`src/rtl/ex_mem_elastic_pkg.sv`:
```
// Shared constants for the EX->MEM boundary: NOP bubble encodings and the
// packed payload width helper used by the elastic buffer and its bench.
package ex_mem_elastic_pkg;

  localparam logic [7:0]  EXE_NOP_OP = 8'h00;
  localparam logic [2:0]  MEM_NOP    = 3'b000;
  localparam logic [4:0]  NOPRegAddr = 5'b00000;
  localparam logic [31:0] ZeroWord   = 32'h0000_0000;

  // Entry = {rd, wreg, wdata, memaddr, pc, reg2, aluop, sel, we, load_sign}
  function automatic int payload_w(input int data_w, input int regaddr_w,
                                   input int aluop_w, input int sel_w);
    return regaddr_w + 1 + (4 * data_w) + aluop_w + sel_w + 2;
  endfunction

endpackage

```
`src/rtl/ex_mem_elastic_ctrl.sv`:
```
// Elastic FIFO control: occupancy count, wrapping pointers, handshake flags
// and flush. Carries no payload so it can serve any pipeline boundary.
module elastic_fifo_ctrl #(
  parameter int DEPTH = 2,
  parameter int IDX_W = 1
) (
  input  logic             clk,
  input  logic             rst,
  input  logic             flush,
  input  logic             in_valid,
  input  logic             out_ready,
  output logic             in_ready,
  output logic             out_valid,
  output logic             push,
  output logic [IDX_W-1:0] wr_ptr,
  output logic [IDX_W-1:0] rd_ptr,
  output logic [2:0]       occupancy
);

  logic [2:0]       count_r;
  logic [IDX_W-1:0] wr_ptr_r;
  logic [IDX_W-1:0] rd_ptr_r;
  logic             pop_s;

  function automatic logic [IDX_W-1:0] ptr_inc(input logic [IDX_W-1:0] p);
    if (p == IDX_W'(DEPTH - 1)) begin
      return '0;
    end else begin
      return p + IDX_W'(1);
    end
  endfunction

  // A single entry must forward ready to sustain one transfer per cycle;
  // deeper buffers decouple ready from the consumer entirely.
  generate
    if (DEPTH == 1) begin : g_pass
      assign in_ready = (count_r == 3'd0) | out_ready;
    end else begin : g_elastic
      assign in_ready = (count_r < 3'(DEPTH));
    end
  endgenerate

  assign out_valid = (count_r != 3'd0);
  assign push      = in_valid & in_ready;
  assign pop_s     = out_valid & out_ready;
  assign wr_ptr    = wr_ptr_r;
  assign rd_ptr    = rd_ptr_r;
  assign occupancy = count_r;

  // Count and pointer update; flush outranks both push and pop
  always_ff @(posedge clk or negedge rst) begin
    if (!rst) begin
      count_r  <= 3'd0;
      wr_ptr_r <= '0;
      rd_ptr_r <= '0;
    end else if (flush) begin
      count_r  <= 3'd0;
      wr_ptr_r <= '0;
      rd_ptr_r <= '0;
    end else begin
      if (push) begin
        wr_ptr_r <= ptr_inc(wr_ptr_r);
      end
      if (pop_s) begin
        rd_ptr_r <= ptr_inc(rd_ptr_r);
      end
      case ({push, pop_s})
        2'b10:   count_r <= count_r + 3'd1;
        2'b01:   count_r <= count_r - 3'd1;
        default: count_r <= count_r;
      endcase
    end
  end

endmodule

```
`src/rtl/ex_mem_elastic.sv`:
```
// EX->MEM pipeline boundary as a DEPTH-entry elastic buffer; the head entry
// is masked to a NOP bubble whenever nothing valid is held.
module ex_mem_elastic
  import ex_mem_elastic_pkg::*;
#(
  parameter int DATA_W    = 32,
  parameter int REGADDR_W = 5,
  parameter int ALUOP_W   = 8,
  parameter int SEL_W     = 3,
  parameter int DEPTH     = 2
) (
  input  logic                 clk,
  input  logic                 rst,
  input  logic                 flush,
  input  logic                 in_valid,
  output logic                 in_ready,
  input  logic [REGADDR_W-1:0] in_rd,
  input  logic                 in_wreg,
  input  logic [DATA_W-1:0]    in_wdata,
  input  logic [DATA_W-1:0]    in_memaddr,
  input  logic [DATA_W-1:0]    in_pc,
  input  logic [DATA_W-1:0]    in_reg2,
  input  logic [ALUOP_W-1:0]   in_aluop,
  input  logic [SEL_W-1:0]     in_sel,
  input  logic                 in_we,
  input  logic                 in_load_sign,
  output logic                 out_valid,
  input  logic                 out_ready,
  output logic [REGADDR_W-1:0] out_rd,
  output logic                 out_wreg,
  output logic [DATA_W-1:0]    out_wdata,
  output logic [DATA_W-1:0]    out_memaddr,
  output logic [DATA_W-1:0]    out_pc,
  output logic [DATA_W-1:0]    out_reg2,
  output logic [ALUOP_W-1:0]   out_aluop,
  output logic [SEL_W-1:0]     out_sel,
  output logic                 out_we,
  output logic                 out_load_sign,
  output logic [2:0]           occupancy
);

  localparam int IDX_W = (DEPTH > 1) ? $clog2(DEPTH) : 1;
  localparam int PAY_W = payload_w(DATA_W, REGADDR_W, ALUOP_W, SEL_W);
  localparam logic [PAY_W-1:0] NOP_PAY = {
    REGADDR_W'(NOPRegAddr), 1'b0,
    DATA_W'(ZeroWord), DATA_W'(ZeroWord), DATA_W'(ZeroWord), DATA_W'(ZeroWord),
    ALUOP_W'(EXE_NOP_OP), SEL_W'(MEM_NOP), 1'b0, 1'b0
  };

  logic [PAY_W-1:0] mem_r [2**IDX_W];
  logic [PAY_W-1:0] in_pay_s;
  logic [PAY_W-1:0] head_s;
  logic             push_s;
  logic [IDX_W-1:0] wr_ptr_s;
  logic [IDX_W-1:0] rd_ptr_s;

  assign in_pay_s = {in_rd, in_wreg, in_wdata, in_memaddr, in_pc, in_reg2,
                     in_aluop, in_sel, in_we, in_load_sign};

  elastic_fifo_ctrl #(
    .DEPTH (DEPTH),
    .IDX_W (IDX_W)
  ) u_ctrl (
    .clk       (clk),
    .rst       (rst),
    .flush     (flush),
    .in_valid  (in_valid),
    .out_ready (out_ready),
    .in_ready  (in_ready),
    .out_valid (out_valid),
    .push      (push_s),
    .wr_ptr    (wr_ptr_s),
    .rd_ptr    (rd_ptr_s),
    .occupancy (occupancy)
  );

  // Entry storage; pops and flushes leave contents in place
  always_ff @(posedge clk or negedge rst) begin
    if (!rst) begin
      for (int i = 0; i < 2**IDX_W; i++) begin
        mem_r[i] <= '0;
      end
    end else if (push_s && !flush) begin
      mem_r[wr_ptr_s] <= in_pay_s;
    end else begin
      mem_r <= mem_r;
    end
  end

  // Head selection with bubble masking so MEM never sees stale payload
  always_comb begin
    head_s = NOP_PAY;
    if (out_valid) begin
      head_s = mem_r[rd_ptr_s];
    end else begin
      head_s = NOP_PAY;
    end
  end

  assign {out_rd, out_wreg, out_wdata, out_memaddr, out_pc, out_reg2,
          out_aluop, out_sel, out_we, out_load_sign} = head_s;

endmodule

```
`config.mk`:
```
export PLATFORM = sky130hd
export DESIGN_NAME = ex_mem_elastic
export DESIGN_NICKNAME = d
export VERILOG_FILES = /design/src/rtl/ex_mem_elastic_pkg.sv /design/src/rtl/ex_mem_elastic_ctrl.sv /design/src/rtl/ex_mem_elastic.sv
export SDC_FILE = /design/constraint.sdc
export NUM_CORES = 1
export LEC_CHECK = 0
export CAP_MARGIN = 20
export CORE_MARGIN = 10
export CORE_UTILIZATION = 42
export DETAILED_ROUTE_END_ITERATION = 12
export GPL_TIMING_DRIVEN = 0
export PLACE_DENSITY = 0.76
export SKIP_CTS_REPAIR_TIMING = 1
export SYNTH_ARGS = -nofsm -noshare
export SYNTH_HDL_FRONTEND = slang
export SYNTH_HIERARCHICAL = 1
export SYNTH_SLANG_ARGS = --single-unit
```
`constraint.sdc`:
```
create_clock -name clk -period 2.6 [get_ports clk]
set_input_delay 0.52 -clock clk [delete_from_list [all_inputs] [get_ports clk]]
set_output_delay 0.52 -clock clk [all_outputs]
set_load 0.02 [all_outputs]
```
==> results.cfg, run 1 <==
[timing]
finalWorstSetupSlack_ns = -0.109
fin_setup_tns_ns = -7.69
timing.slew.headroom_pct = 56.5
fmax_mhz = 369
slew_violations = 0
clock_skew_ns = 0.0129
fin_crit_sh_pct = 104
tightestPinTransition_ns = 0.652
finalSetupViolations = 134
hold_viol = 0
fin_crit_ns = 2.71
rsz0062_at_grt = true

[place]
dpl.hpwl_mm = 25.5
place_area_sq_mm = 0.0174
io_buffers = 302
dp_cells = 1737
gp_congestion = 0.771

[die]
die_h_um = 201
start_util_pct = 42.6
die_w_um = 201
core_area_sq_mm = 0.0325
rows = 66
dieArea_sq_mm = 0.0405
ios = 304

[min_path]
worstHoldStart = out_ready
min_path_type = in -> reg
min_to = u_ctrl/occupancy[1]
whs_path_depth = 3

[setup_path]
path_cells = buf_6, or3_4, buf_12, buf_4, nor2b_1, buf_4
crit_top_cell = buf_4
crit_buf_inv = 4
cp.arrival_ns = 2.19
reg2reg_slack_ns = 0.35
criticalPathCategory = reg -> out
r2r-end = mem_r[249]
critPathMaxFanout = 10
critPathMaxStageDelay_ns = 0.42
crit_family = buffers and inverters
crit_path_end_kind = output pin
reg2reg_from = u_ctrl/occupancy[1]
start_kind = register
slowest_stage = or3_4
cp.required_ns = 2.08
rr_worst_depth = 6

[global_route]
grt_first_pass_wirelength_mm = 55.8
antenna_found_initial = 5
grtUsageMet3_pct = 4.06
met2_usage_pct = 29.1
grt_pass1_vias = 9789
grt_start_max_net_pins = 122
overflow = 0
track_usage_pct = 17.0
grt_use_met1_pct = 21.2
top_usage_layer = met2

[clock_network]
insertion_delay_ns = 0.55
numCtsBuffers = 31
htree_levels = 1
clock_sinks = 299
cts.clk_slew.worst_paths_ns = 0.06
cts_tree = built
clk_path_buf_depth = 3
clockRootBuffer = clkbuf_16

[synthesis]
syn_nets = 1144
ys_seq_area_share_pct = 54.2
postSynthCellCount = 991
yosys.area.top_type = dfrtp_1
yosys_warnings = 6
synthTopCellsByArea = dfrtp_1, mux2_2, mux2i_1
synth_top_area_share_pct = 54.2
ys_types = 33
ys_ff_latch = 299
syn_area_per_cell_sq_um = 13.9
syn_area_sq_mm = 0.0138

[routing]
final_antenna_net_count = 0
drtIter0Drc = 312
wl_per_cell_um = 19.8
drt-total-wl_mm = 35.8
post-route-drc-count = 0
dr.pass1.iters = 4
dr_total_vias = 8961
vias_per_cell = 4.95

[pwr]
p_int_w = 0.0157
pwr-share-seq_pct = 32.9
power_switching_w = 0.00902
p_comb_share_pct = 49.2
switching_share_pct = 36.5
powerDensity_mw_per_mm2 = 1350
finalPower_w = 0.0247
clkPwrFrac_pct = 18.0
ir_drop_v = 0.000667
p_leak_nw = 8.05

[layout]
layout.nets = 1494
ff_latch_area_sq_mm = 0.00748
fin_util_pct = 56.2
multi_input_area_sq_mm = 0.00595
fin_cells = 1809
drive_gt1_share_pct = 42.1
fin_area_sq_mm = 0.0182
area_growth_pct = 32.1
fillers = 2756

[flow_run]
max_cap_violations = 0

[outcome]
status = finished with violations
failed_checks = negative setup slack
cell families after synthesis:
family | after synthesis | share of synthesized area [%]
buffers and inverters | 73 | 2.88
DFF | 299 | 54.2
AOI/OAI and AO/OA | 10 | 0.471
muxes | 441 | 34.6
and+or+nand+nor | 164 | 7.52
adders and majority gates | 1 | 0.145
xor gates and xnor gates | 3 | 0.190
flip-flops by register name (all words and copies together) (netlist names):
name	count
u_ctrl/wr_ptr	1
u_ctrl/occupancy	3
mem_r	294
u_ctrl/rd_ptr	1
cell usage after synthesis (all sizes together):
master    n
dfrtp   299
mux2    294
mux2i   147
nor2b   147
buf      51
clkbuf   18
inv       4
nor2      4
a21oi     3
nor3b     3
nor3      2
o21ai     2
xnor2     2
a211o     1
a31oi     1
and2b     1
fa        1
nand2     1
nand3     1
nand3b    1
nand4b    1
nor4b     1
o211ai    1
o31ai     1
o41ai     1
or2       1
or3       1
xor2      1
layout by cell type (no fill, tap or decap), types with 2 or more instances in the layout:
master	netlist	routed
buf_8	0	3
clkbuf_2	1	28
a21oi_1	3	3
xnor2_1	2	2
buf_6	1	16
o21ai_0	2	2
bufinv_16	0	2
nor2_1	4	4
mux2_2	294	294
buf_2	29	90
clkinv_2	0	6
mux2i_1	147	147
dfrtp_1	299	297
dlymetal6s2s_1	0	12
clkdlybuf4s50_1	0	152
diode_2	0	2
nor2b_1	147	143
buf_16	0	2
nor3_1	2	2
buf_4	21	77
clkbuf_1	17	9
clkbuf_16	0	33
dfrtp_2	0	2
clkbuf_8	0	9
nor2b_2	0	4
inv_1	4	4
power groups by stage:
stage	registers (W)	clock network (W)	logic (W)
floorplan	0.00789	0	0.00787
global placement	0.00811	0	0.0126
detailed placement	0.00821	0	0.0128
CTS	0.00813	0.00457	0.0128
global route	0.00841	0.00477	0.0131
finish	0.00811	0.00444	0.0121
final cells by class:
type                    instances  area share [%]
repair buffers                317            14.7
diodes                          2          0.0274
clock inverters                 9           0.542
clock buffers                  48            5.10
well taps                     442            3.03
inverters                       4          0.0823
plain buffers                  69            2.91
flip-flops and latches        299            41.0
multi-input cells             619            32.6
how the worst max path moves through the flow:
| stage | start | cells past startpoint | to |
|---|---|---|---|
| after floorplan | u_ctrl/occupancy[1] | 4 | out_memaddr[0] |
| final | u_ctrl/occupancy[2] | 6 | out_reg2[28] |
| after global routing | u_ctrl/occupancy[2] | 6 | out_memaddr[10] |
| after detailed placement | u_ctrl/occupancy[0] | 6 | out_memaddr[31] |
| after CTS | u_ctrl/occupancy[0] | 6 | out_memaddr[31] |
| after global placement | rst | 1 | mem_r[159] |
worst min-delay path: stages:
cell     delay [ns]
buf_2          0.15
a21oi_1        0.14
o41ai_1        0.07
per-layer routing:
metal | wire (um) | share of wire [%] | up-vias
met5 | 44 | 0.12 | -
met4 | 618 | 1.7 | 6
met3 | 1710 | 4.8 | 43
met2 | 17800 | 50 | 184
met1 | 15600 | 44 | 4585
li1 | - | - | 4143
metrics by stage:
step                      hold slack [ns]  worst slack [ns]
final                               0.358            -0.109
after global routing                0.364            -0.184
after CTS                          -0.101             -1.53
after detailed placement            0.493            -0.980
after global placement              0.486            -11.85
after floorplan                     0.224             0.290
(Power assumes the default switching activity.)
==> inputs of run 2 (changes only) <==
Settings changed: CORE_MARGIN 10 to 4.
==> run 2 against run 1 <==
  * The run still ends with negative setup slack left
  * First-iteration DRC count is 36% higher
  * Design area up 4.0%
  * Setup slack improved by 0.060 ns
  * Clock power increased by 11%
  * Critical path depth unchanged
  * Total power grew 6.9%
  * Fmax rose by 2.3%
  * Cell count up 0.61%
  * Sequential share of layout area down 1.6 points
  * Die area decreased by 12%
  * Wire length down 3.2%
==> results.cfg, run 2 (synthesis results as in run 1) <==
[timing]
fin_crit_ns = 2.65
slew_violations = 0
whs_ns = 0.412
timing.slew.headroom_pct = 58.1
tightestPinTransition_ns = 0.629
fmax_mhz = 378
rsz0062_at_grt = true
finalWorstSetupSlack_ns = -0.0489
clock_skew_ns = 0.00564
fin_crit_sh_pct = 102
hold_viol = 0
finalSetupViolations = 91

[layout]
drive_gt1_share_pct = 44.6
final_common_cell = dfrtp_1
final_cell_mix = dfrtp_1, mux2_2, clkdlybuf4s50_1
layout.nets = 1502
fin_util_pct = 58.4
fin_cells = 1820
largest_reg_flops = 294
regMostFlops = mem_r
area_growth_pct = 37.3

[clock_network]
clock_sinks = 299
cts.clk_slew.worst_paths_ns = 0.06
htree_levels = 2
cts_tree = built
insertion_delay_ns = 0.50
clockRootBuffer = clkbuf_16
clk_path_buf_depth = 3
numCtsBuffers = 35

[routing]
wl_per_cell_um = 19.1
vias_per_cell = 5.02
final_antenna_net_count = 0
drtIter0Drc = 424
dr.pass1.iters = 4
dr_total_vias = 9137
post-route-drc-count = 0
drt-total-wl_mm = 34.7

[die]
rows = 66
die_w_um = 189
core_area_sq_mm = 0.0325
dieArea_sq_mm = 0.0359
ios = 304
start_util_pct = 42.6
die_h_um = 189

[pwr]
ir_drop_v = 0.000711
powerDensity_mw_per_mm2 = 1390
finalPower_w = 0.0264
p_leak_nw = 8.38

[outcome]
status = finished with violations
failed_checks = negative setup slack

[global_route]
antenna_found_initial = 5
overflow = 0
grt_pass1_vias = 9803
grt_first_pass_wirelength_mm = 53.3
track_usage_pct = 18.4
grt_start_max_net_pins = 120

[setup_path]
critPathMaxFanout = 10
criticalPathCategory = reg -> out
critPathMaxStageDelay_ns = 0.45
slowest_stage = or3_4
cp.arrival_ns = 2.13
cp.required_ns = 2.08
rr_worst_depth = 6
path_cells = buf_6, or3_4, clkbuf_16, buf_8, nor2b_1, buf_4
start_kind = register
crit_path_end_kind = output pin

[min_path]
whs_path_depth = 3
min_path_type = in -> reg

[place]
io_buffers = 302
gp_congestion = 0.797
dpl.hpwl_mm = 23.6
dp_cells = 1737

[flow_run]
max_cap_violations = 0
[run 2: cell count changes in the layout (fill, tap and decap cells not counted), moves of 3 or more]
cell       previous run  this run
clkbuf_16            33        41
buf_4                77        86
buf_2                90        57
clkbuf_2             28        18
nor2b_4               0        29
buf_8                 3         9
nor2b_2               4         1
buf_6                16        43
mux2i_2               0         5
clkbuf_1              9         6
nor2b_1             143       117
mux2i_1             147       142
[run 2: per-stage QoR]
step,TNS (ns),setup slack [ns],instance area (sq um)
detailed placement,-117.54,-0.898,17400
global route,-11.24,-0.117,19000
floorplan,0,0.290,13800
finish,-2.04,-0.0489,19000
CTS,-170.98,-1.47,18600
global placement,-3609.43,-11.76,17400
[run 2: area by class of cell]
class,count,area [sq um]
tap,442,553
clock inverter,11,116
buffer,69,584
sequential,299,7480
inverter,4,15.0
fill,2658,13500
clock buffer,51,1070
timing repair buffer,321,2960
multi-input combinational,619,6180
antenna,4,10.0
[run 2: worst paths after layout]
path	to	slack, ns	from
min in group asynchronous	mem_r[217]	0.59	rst
max in group asynchronous	u_ctrl/occupancy[1]	0.99	rst
setup reg to reg	mem_r[252]	0.33	u_ctrl/occupancy[1]
hold reg to reg	mem_r[115]	0.50	mem_r[115]
setup / recovery	out_reg2[7]	-0.05	u_ctrl/occupancy[2]
hold / removal	u_ctrl/occupancy[1]	0.41	out_ready
[run 2: worst max-delay path: cells and delay by family, from the launching register on]
kind	cells	cell delay (ns)
AND/OR/NAND/NOR	2	0.60
flip-flops	1	0.38
buffers and inverters	4	0.65
[run 2: per-layer routing]
| metal | track usage, % | wire, um | vias up |
|---|---|---|---|
| met1 | 23.7 | 14500 | 4662 |
| met5 | 0 | 12 | - |
| met3 | 4.70 | 1890 | 60 |
| met2 | 30.7 | 17200 | 218 |
| li1 | - | - | 4195 |
| met4 | 5.87 | 978 | 2 |
[run 2: power by group]
part / leakage (nW) / internal (W) / switching [W]
clock network: 0.591 / 0.00305 / 0.00188
registers: 3.57 / 0.00701 / 0.00115
logic: 4.21 / 0.00697 / 0.00636
==> inputs of run 3 (changes only) <==
Settings changed: CAP_MARGIN 20 to 10, PLACE_DENSITY 0.76 to unset, PLACE_DENSITY_LB_ADDON set to 0.05.
==> run 3 against run 2 <==
  * The run ends with negative hold slack, negative setup slack left
  * Critical path depth did not move
  * Die area is the same
  * Combinational power is 11% lower
  * First-iteration DRC count down 33%
  * Clock power increased by 2%
  * Largest cell class unchanged
  * Register-to-register slack better by 0.02 ns
==> results.cfg, run 3 (synthesis results as in run 1) <==
[outcome]
status = finished with violations
failed_checks = negative hold slack, negative setup slack

[timing]
fin_setup_tns_ns = -0.404
timing.slew.headroom_pct = 57.6
hold_viol = 3
fmax_mhz = 380
clock_skew_ns = 0.0121
fin_crit_sh_pct = 101
slew_violations = 0
finalSetupViolations = 44
fin_crit_ns = 2.63
rsz0062_at_grt = true
finalWorstSetupSlack_ns = -0.0287
whs_ns = -0.0105
tightestPinTransition_ns = 0.635

[routing]
dr_total_vias = 8896
vias_per_cell = 4.91
post-route-drc-count = 0
final_antenna_net_count = 0
drtIter0Drc = 284
dr.pass1.iters = 4
wl_per_cell_um = 18.4
drt-total-wl_mm = 33.3

[layout]
drive_gt1_share_pct = 42.3
layout.nets = 1498
regMostFlops = mem_r
fillers = 2808
largest_reg_flops = 294
fin_area_sq_mm = 0.0184
area_growth_pct = 33.3
final_cell_mix = dfrtp_1, mux2_2, clkdlybuf4s50_1
final_common_cell = dfrtp_1

[global_route]
track_usage_pct = 18.1
overflow = 0
grt_start_max_net_pins = 117
grt_first_pass_wirelength_mm = 52.2
antenna_found_initial = 3
grt_pass1_vias = 9404

[setup_path]
critPathLaunch = u_ctrl/occupancy[2]
cp_num_cells = 6
slowest_stage = or3_4
reg2reg_from = u_ctrl/occupancy[2]
criticalPathCategory = reg -> out
cp.arrival_ns = 2.11
rr_worst_depth = 7
crit_family = buffers and inverters
critPathMaxStageDelay_ns = 0.42
critPathMaxFanout = 10
crit_path_end_kind = output pin
path_cells = buf_6, or3_4, buf_12, clkbuf_4, nor2b_1, buf_2
cp.required_ns = 2.08
crit_buf_inv = 4
start_kind = register
reg2reg_slack_ns = 0.35
r2r-end = mem_r[214]

[place]
dpl.hpwl_mm = 22.9
post-place-ws_ns = -0.810
io_buffers = 302
gp_congestion = 0.748
place_area_sq_mm = 0.0174

[pwr]
p_leak_nw = 8.14
powerDensity_mw_per_mm2 = 1360
ir_drop_v = 0.000668

[die]
dieArea_sq_mm = 0.0359
start_util_pct = 42.6
die_w_um = 189
core_area_sq_mm = 0.0325
ios = 304
die_h_um = 189
rows = 66

[clock_network]
numCtsBuffers = 35
clockRootBuffer = clkbuf_16
cts_tree = built
insertion_delay_ns = 0.50
htree_levels = 2
clk_path_buf_depth = 3
cts.clk_slew.worst_paths_ns = 0.06
clock_sinks = 299

[flow_run]
max_cap_violations = 0

[min_path]
min_path_type = in -> async
==> run 3: cell count changes in the layout (fill, tap and decap cells not counted), moves of 4 or more <==
cell	previous run	this run
buf_2	57	68
buf_8	9	5
clkbuf_4	0	5
buf_6	43	9
nor2b_1	117	144
clkbuf_2	18	57
nor2b_4	29	0
mux2i_1	142	147
mux2i_2	5	0
buf_4	86	69
==> run 3: cell type report <==
cell class | count | area, sq um | area share (%)
clock inverter | 8 | 115 | 0.625
timing repair buffer | 317 | 2670 | 14.5
tap | 442 | 553 | 3.00
multi-input combinational | 619 | 5940 | 32.3
clock buffer | 52 | 1090 | 5.93
antenna | 1 | 2.50 | 0.0136
buffer | 69 | 532 | 2.89
sequential | 299 | 7480 | 40.7
inverter | 4 | 15.0 | 0.0816
==> run 3: worst max path at each step <==
| stage | end | slack (ns) |
|---|---|---|
| after floorplan | out_memaddr[0] | 0.29 |
| after global placement | mem_r[156] | -12.49 |
| after detailed placement | out_pc[18] | -0.81 |
| after CTS | out_pc[18] | -1.35 |
| after global routing | out_reg2[9] | -0.10 |
| final | out_reg2[9] | -0.03 |
==> run 3: where the power goes <==
part	internal (W)	total [W]	leakage, nW	switching (W)
registers	0.00700	0.00810	3.57	0.00110
logic	0.00600	0.0119	3.97	0.00592
clock network	0.00319	0.00503	0.602	0.00185
total	0.0162	0.0251	8.14	0.00887
==> run 3: metal layers <==
metal,global-route usage [%],vias to the layer above,share of wire [%],wire [um]
li1,-,4186,-,-
met1,24.7,4443,45,15100
met2,29.2,208,47,15700
met3,4.44,55,5.3,1770
met4,4.62,4,2.4,796
met5,0,-,0.087,29
==> run 3: stage by stage <==
| stage | instances | util (%) | hold slack [ns] | power (W) |
|---|---|---|---|---|
| floorplan | 991 | - | 0.224 | 0.0158 |
| global placement | 1735 | 53.6 | 0.486 | 0.0206 |
| detailed placement | 1737 | 53.8 | 0.493 | 0.0208 |
| CTS | 1797 | 57.5 | 0.00240 | 0.0259 |
| global route | 1811 | 56.7 | 0.0269 | 0.0267 |
| finish | 1811 | 56.7 | -0.0105 | 0.0251 |
